--- src/rtl/if_stage.sv ---
// Instruction fetch stage: holds the PC, fetches one word per req/ack
// handshake, and hands it to decode over valid/ready with branch redirect.
module if_stage #(
  parameter int unsigned IW          = 8,
  parameter int unsigned IMW         = 4,
  parameter int unsigned ACK_TIMEOUT = 15
) (
  input  logic           clk,
  input  logic           rst_n,
  output logic           imem_req,
  output logic [IMW-1:0] imem_addr,
  input  logic           imem_ack,
  input  logic [IW-1:0]  imem_rdata,
  output logic [IW-1:0]  instruction,
  output logic [IMW-1:0] instr_pc,
  output logic           instr_valid,
  input  logic           id_ready,
  input  logic           branch_taken,
  input  logic [IMW-1:0] branch_target,
  output logic           fetch_err
);

  localparam int unsigned CW = (ACK_TIMEOUT < 1) ? 1 : $clog2(ACK_TIMEOUT + 1);

  localparam logic [1:0] S_START = 2'd0;
  localparam logic [1:0] S_FETCH = 2'd1;
  localparam logic [1:0] S_HAVE  = 2'd2;
  localparam logic [1:0] S_ERR   = 2'd3;

  logic [1:0]     state, state_nx;
  logic [IMW-1:0] pc, pc_nx;
  logic [CW-1:0]  wait_cnt, wait_cnt_nx;
  logic [IW-1:0]  instruction_nx;
  logic [IMW-1:0] instr_pc_nx;

  assign imem_addr = pc;

  // Next-state and datapath updates
  always_comb begin
    state_nx       = state;
    pc_nx          = pc;
    wait_cnt_nx    = wait_cnt;
    instruction_nx = instruction;
    instr_pc_nx    = instr_pc;
    case (state)
      S_START: begin
        state_nx    = S_FETCH;
        wait_cnt_nx = '0;
      end
      S_FETCH: begin
        if (imem_ack) begin
          instruction_nx = imem_rdata;
          instr_pc_nx    = pc;
          pc_nx          = pc + IMW'(1);
          state_nx       = S_HAVE;
        end else if (wait_cnt == CW'(ACK_TIMEOUT)) begin
          state_nx = S_ERR;
        end else begin
          wait_cnt_nx = wait_cnt + CW'(1);
        end
      end
      S_HAVE: begin
        // pc already points past the held instruction; a taken branch overrides it
        if (id_ready) begin
          state_nx    = S_FETCH;
          wait_cnt_nx = '0;
          if (branch_taken) pc_nx = branch_target;
        end
      end
      S_ERR: begin
        state_nx = S_ERR;
      end
      default: begin
        state_nx = S_START;
      end
    endcase
  end

  // State and registered outputs, decoded from the next state
  always_ff @(posedge clk or negedge rst_n) begin
    if (!rst_n) begin
      state       <= S_START;
      pc          <= '0;
      wait_cnt    <= '0;
      instruction <= '0;
      instr_pc    <= '0;
      imem_req    <= 1'b0;
      instr_valid <= 1'b0;
      fetch_err   <= 1'b0;
    end else begin
      state       <= state_nx;
      pc          <= pc_nx;
      wait_cnt    <= wait_cnt_nx;
      instruction <= instruction_nx;
      instr_pc    <= instr_pc_nx;
      imem_req    <= (state_nx == S_FETCH);
      instr_valid <= (state_nx == S_HAVE);
      fetch_err   <= (state_nx == S_ERR);
    end
  end

endmodule

--- config.mk ---
export PLATFORM = sky130hd
export DESIGN_NAME = if_stage
export DESIGN_NICKNAME = d
export VERILOG_FILES = /design/src/rtl/if_stage.sv
export SDC_FILE = /design/constraint.sdc
export NUM_CORES = 1
export LEC_CHECK = 0
export BUFFER_PORTS_ARGS = -buffer_cell sky130_fd_sc_hd__buf_2
export CELL_PAD_IN_SITES_DETAIL_PLACEMENT = 0
export CELL_PAD_IN_SITES_GLOBAL_PLACEMENT = 1
export CORE_MARGIN = 1.5
export CORE_UTILIZATION = 33
export CTS_BUF_LIST = sky130_fd_sc_hd__clkbuf_16
export CTS_CLUSTER_DIAMETER = 150
export CTS_CLUSTER_SIZE = 24
export DETAILED_ROUTE_END_ITERATION = 6
export PLACE_DENSITY_LB_ADDON = 0.1
export SYNTH_ARGS = -nofsm -noshare
export SYNTH_HDL_FRONTEND = slang
export SYNTH_SLANG_ARGS = --single-unit
--- constraint.sdc ---
create_clock -name clk -period 1.4 [get_ports clk]
set_clock_uncertainty 0.05 [all_clocks]
set_input_delay 0.28 -clock clk [delete_from_list [all_inputs] [get_ports clk]]
set_output_delay 0.28 -clock clk [all_outputs]
set_load 0.1 [all_outputs]
==> flow_summary.ini, run 1 <==
[setup_path]
r2r_start = imem_addr[1]
setup.worst_path.end_class = flip-flop
path_cells = ha_4 -> mux2_4 -> mux2_4
cp_common_cell = mux2_4
required_ps = 1490
max_stage_delay_ps = 500
cp-start-kind = flip-flop
worst_path_max_delay_cell = dfrtp_4
ff2ff_path_depth = 3
path_class = flip-flop to flip-flop
critPathLaunch = imem_addr[1]
worstPathMaxFanout = 2
critical_path_arrival_ps = 1520

[finish]
final_area_mm2 = 0.001827
num-fill-cells = 327
drive_above_1_share_pct = 40.96
syn_to_final_growth_pct = 60.62
nNetsFinal = 186
multiInputGateArea_um2 = 513.0
n_antenna_cell = 0
fin_util_pct = 55.18
seq_area_um2 = 635.6

[drt]
wl_per_cell_um = 12.47
drt_iter0_markers = 18
ant_nets = 0
wl_met2_um = 1313
drcViolationCount = 0
drt_wl_total_um = 2644
via_per_inst = 4.684
met3_length_um = 112
vias = 993
top_layer_used = met4
drtPass1Iterations = 4
met1_length_um = 1184

[floorplan]
die_h_um = 61.71
core-area_mm2 = 0.003311
dieArea_mm2 = 0.003808
io_pins = 36
die_w_um = 61.71
core.rowCount = 21
initial_core_util_pct = 34.35

[clock_network]
cts_tree = done
cts_root_buf = clkbuf_16
cts_inserted_buffers = 3
htree_levels = 1
clk_transition_reported_paths_ps = 70
cts_sinks = 25
ctsLongestPathBuffers = 2
clk_latency_ps = 250

[yosys]
yosysMostFrequentCell = nand2_1
synth_edf_count = 0
ys_top_cells_by_count = 39 x nand2_1, 25 x dfrtp_1, 5 x a21oi_1
syn_nets = 132
yosysUniqueCellTypes = 36
yosys_register_bits = 25
synth_area_per_cell_um2 = 10.06
yosys_warnings = 0
synth_area_leaders = dfrtp_1 55%, nand2_1 13%, a311oi_4 2.3%
synth_ff_type = dfrtp_1
syn_area_mm2 = 0.001137
ys_seq_area_share_pct = 55.01
async_reset_ff_share_pct = 100.0
yosys.area.top_type = dfrtp_1
syn-instance-count = 113
synth_top_area_share_pct = 55.01

[sta]
hold_viol_final = 0
max_slew_margin_pct = 67.81
rsz0062_at_grt = yes
finalSetupViolCount = 2
fin_crit_ps = 1427
tightest_slew_ps = 486.2
fin_ws_ps = -27.10
final_max_slew_viol_count = 0
fin_crit_sh_pct = 101.9
fmax_ghz = 0.7007

[global_routing]
grt_max_degree = 24
grt_pass1_wl_um = 4209
track_usage_pct = 15.17
overflow = 0
grt_pass1_vias = 947
antenna_found_initial = 0

[hold_path]
hold_path_depth = 3
hold_path.startpoint = imem_rdata[1]
min_path_type = primary input to flip-flop

[placed_design]
place_ws_ps = 0.9244
hpwl_um = 2019
place_congestion = 0.7824
port_buffers = 35
placed_cell_area_mm2 = 0.001708

[run_status]
violations = setup timing
outcome = finished with violations

[run]
max_cap_violations = 0
## state kept, by name, summed over array words and instances (netlist names)
| signal | cells |
|---|---|
| imem_req | 1 |
| instr_valid | 1 |
| fetch_err | 1 |
| instruction | 8 |
| instr_pc | 4 |
| wait_cnt | 4 |
| imem_addr | 4 |
| state | 2 |
## routing by layer
metal | vias to the layer above | GRT usage [%]
met5 | - | 0
met4 | 0 | 6.079
met3 | 4 | 2.277
met2 | 27 | 26.62
met1 | 467 | 18.64
li1 | 495 | -
## logic make-up after synthesis
group	after synthesis	share of synthesized area, %
AND/OR/NAND/NOR	58	23.54
flip-flops	25	55.01
adder cells (fa/ha/maj)	2	2.200
AO/OA/AOI/OAI	17	12.32
multiplexers	3	2.860
XOR/XNOR	1	0.7702
buffers and inverters	7	3.299
## per-stage QoR
stage	hold slack (ps)	std cells	setup TNS, ps
after floorplan	-65.59	113	-168.0
after detailed placement	23.17	206	0
after global placement	20.49	206	0
final	161.9	212	-43.86
after global routing	171.3	212	-71.63
after CTS	163.5	212	-46.67
## what timing repair did
item,CTS,global route
hold buffers,1,0
resized for setup,3,1
pin swaps,3,3
cloned,0,0
setup endpoints to repair,4,8
setup buffers,1,0
endpoints found under the hold margin,2,0
## cell type report
type / count / share of cell area (%)
Sequential cell: 25 / 34.79
Tap cell: 46 / 3.151
Inverter: 2 / 0.4110
Clock buffer: 3 / 4.110
Clock inverter: 1 / 0.2055
Multi-Input combinational cell: 81 / 28.08
Timing Repair Buffer: 54 / 29.25
## placed cells by master (no fill, tap or decap), drive strengths merged, types with 3 or more instances in the layout
cell type and count:
nand3b 3, inv 3, dfrtp 25, a21oi 5
nor2 3, buf 53, nand2 39, clkbuf 3
## critical path, delay by kind of cell (launching register included)
kind / cells / cell delay, ps
fa+ha+maj: 1 / 250
flops: 1 / 500
mux: 2 / 520
## worst paths after layout
path | to | slack, ps
setup / recovery | imem_addr[1] | -30
hold / removal | instruction[1] | 160
setup reg to reg | imem_addr[1] | -30
hold reg to reg | instruction[6] | 420
max in group asynchronous | imem_addr[1] | 520
min in group asynchronous | instr_pc[1] | 280
Power of run 1 is not shown: default switching activity piles up to over one toggle a cycle in this logic, so the estimate is an artifact.
==> run 2: changes to the inputs <==
Clock period 1.4 ns to 1.3 ns, I/O delays scaled along.
==> run 2 against run 1 <==
Effect of this change: the run still ends with setup timing left; register-to-register slack lost 80 ps; setup slack got worse by 80 ps; non-clock buffer count up 7; highest routed layer unchanged; sequential share of layout area down 3.2 points; critical path type unchanged; cell count grew 3.3%; worst hold slack lost 21 ps; via count rose by 4.8%; largest cell class is now non-clock buffers; utilization rose by 5.7 points; wire length rose by 7.9%; clock-buffer cell count did not move.
==> flow_summary.ini, run 2 (synthesis results as in run 1) <==
[drt]
ant_nets = 0
drt_wl_total_um = 2854
drt_iter0_markers = 39
via_per_inst = 4.753
vias = 1041
drcViolationCount = 0
wl_per_cell_um = 13.03
drtPass1Iterations = 4

[setup_path]
setup.worst_path.end_class = flip-flop
worst_path_max_delay_cell = dfrtp_4
critical_path_arrival_ps = 1500
path_buf_inv = 0
required_ps = 1390
path_class = flip-flop to flip-flop
max_stage_delay_ps = 490
path_cells = ha_4 -> mux2_4 -> mux2_4
cp-start-kind = flip-flop
crit_family = multiplexers
worstPathMaxFanout = 2
cp_common_cell = mux2_4

[run]
max_cap_violations = 0

[clock_network]
htree_levels = 1
cts_tree = done
clk_latency_ps = 250
ctsLongestPathBuffers = 2
clk_transition_reported_paths_ps = 60
cts_sinks = 25
cts_inserted_buffers = 3
cts_root_buf = clkbuf_16

[global_routing]
overflow = 0
grt_max_degree = 15
grt_pass1_wl_um = 4409
antenna_found_initial = 0
track_usage_pct = 16.12
grt_pass1_vias = 987

[floorplan]
initial_core_util_pct = 34.35
io_pins = 36
core-area_mm2 = 0.003311
die_w_um = 61.71
die_h_um = 61.71
dieArea_mm2 = 0.003808
core.rowCount = 21

[sta]
finalSetupViolCount = 8
fin_crit_sh_pct = 108.3
rsz0062_at_grt = yes
fin_ws_ps = -107.3
tightest_slew_ps = 342.8
fmax_ghz = 0.7106
hold_viol_final = 0
max_slew_margin_pct = 77.14
fin_crit_ps = 1407
fin_setup_tns_ps = -309.9
final_max_slew_viol_count = 0

[run_status]
outcome = finished with violations
violations = setup timing

[placed_design]
place_congestion = 0.7716
hpwl_um = 2196
port_buffers = 35

[hold_path]
min_path_type = primary input to flip-flop

[finish]
largest_reg_flops = 8
syn_to_final_growth_pct = 77.34
num-fill-cells = 292
largest_register = instruction
drive_above_1_share_pct = 50.29
nNetsFinal = 193
final_cell_mix = 38 x nand2_1, 21 x dfrtp_1, 20 x buf_4, 19 x buf_12, 16 x buf_2
mostFrequentLayoutCell = nand2_1
n_antenna_cell = 0
-- run 2: cell count changes in the layout (fill, tap and decap cells not counted), sizes merged --
cell    change
clkinv      +1
buf         +7
inv         -1
-- run 2: final timing paths --
check / startpoint / end / slack (ps) / cells past startpoint
min reg2reg: instruction[7] / instruction[7] / 490 / 2
min in group asynchronous: rst_n / instruction[7] / 340 / 2
max in group asynchronous: rst_n / state[0] / 470 / 3
max reg2reg: imem_addr[0] / imem_addr[1] / -110 / 3
min: imem_rdata[6] / instruction[6] / 140 / 3
max: imem_addr[0] / imem_addr[1] / -110 / 3
-- run 2: through the flow --
stage / util (%) / cells / hold slack (ps) / instance area (um2) / worst slack [ps]
finish: 60.92 / 219 / 140.6 / 2017 / -107.3
global route: 60.92 / 219 / 152.6 / 2017 / -135.1
CTS: 59.03 / 218 / 137.0 / 1954 / -110.4
detailed placement: 54.99 / 209 / 97.10 / 1821 / -107.6
global placement: 54.99 / 209 / 85.82 / 1821 / -77.29
floorplan: - / 113 / -85.59 / 1182 / -268.0
-- run 2: what timing repair did --
| action | CTS | global route |
|---|---|---|
| pin swaps | 6 | 3 |
| setup buffers | 4 | 1 |
| endpoints found under the hold margin | 9 | 0 |
| setup endpoints to repair | 10 | 18 |
| hold buffers | 1 | 0 |
| resized for setup | 4 | 13 |
-- run 2: final cells by class --
type                       instances  area [um2]  share of cell area, %
multi-input combinational         81       556.8                  27.61
sequential                        25       638.1                  31.64
timing repair buffer              61       676.9                  33.56
inverter                           2       7.507                 0.3722
tap                               46       57.56                  2.854
clock buffer                       3       75.07                  3.722
clock inverter                     1       5.005                 0.2481
-- run 2: metal layers --
metal	global-route usage, %	share of wire (%)	up-vias	wire, um
met3	1.863	4.0	4	114
met5	0	0	-	0
met2	27.82	53	20	1519
li1	-	-	508	-
met4	7.295	1.4	0	39
met1	20.24	41	509	1180
-- run 2: worst reg2reg max path: stages (launching register included) --
cell,delay (ps)
dfrtp_4,490
ha_4,240
mux2_4,260
mux2_4,250
Power of run 2 is left out for the same reason.
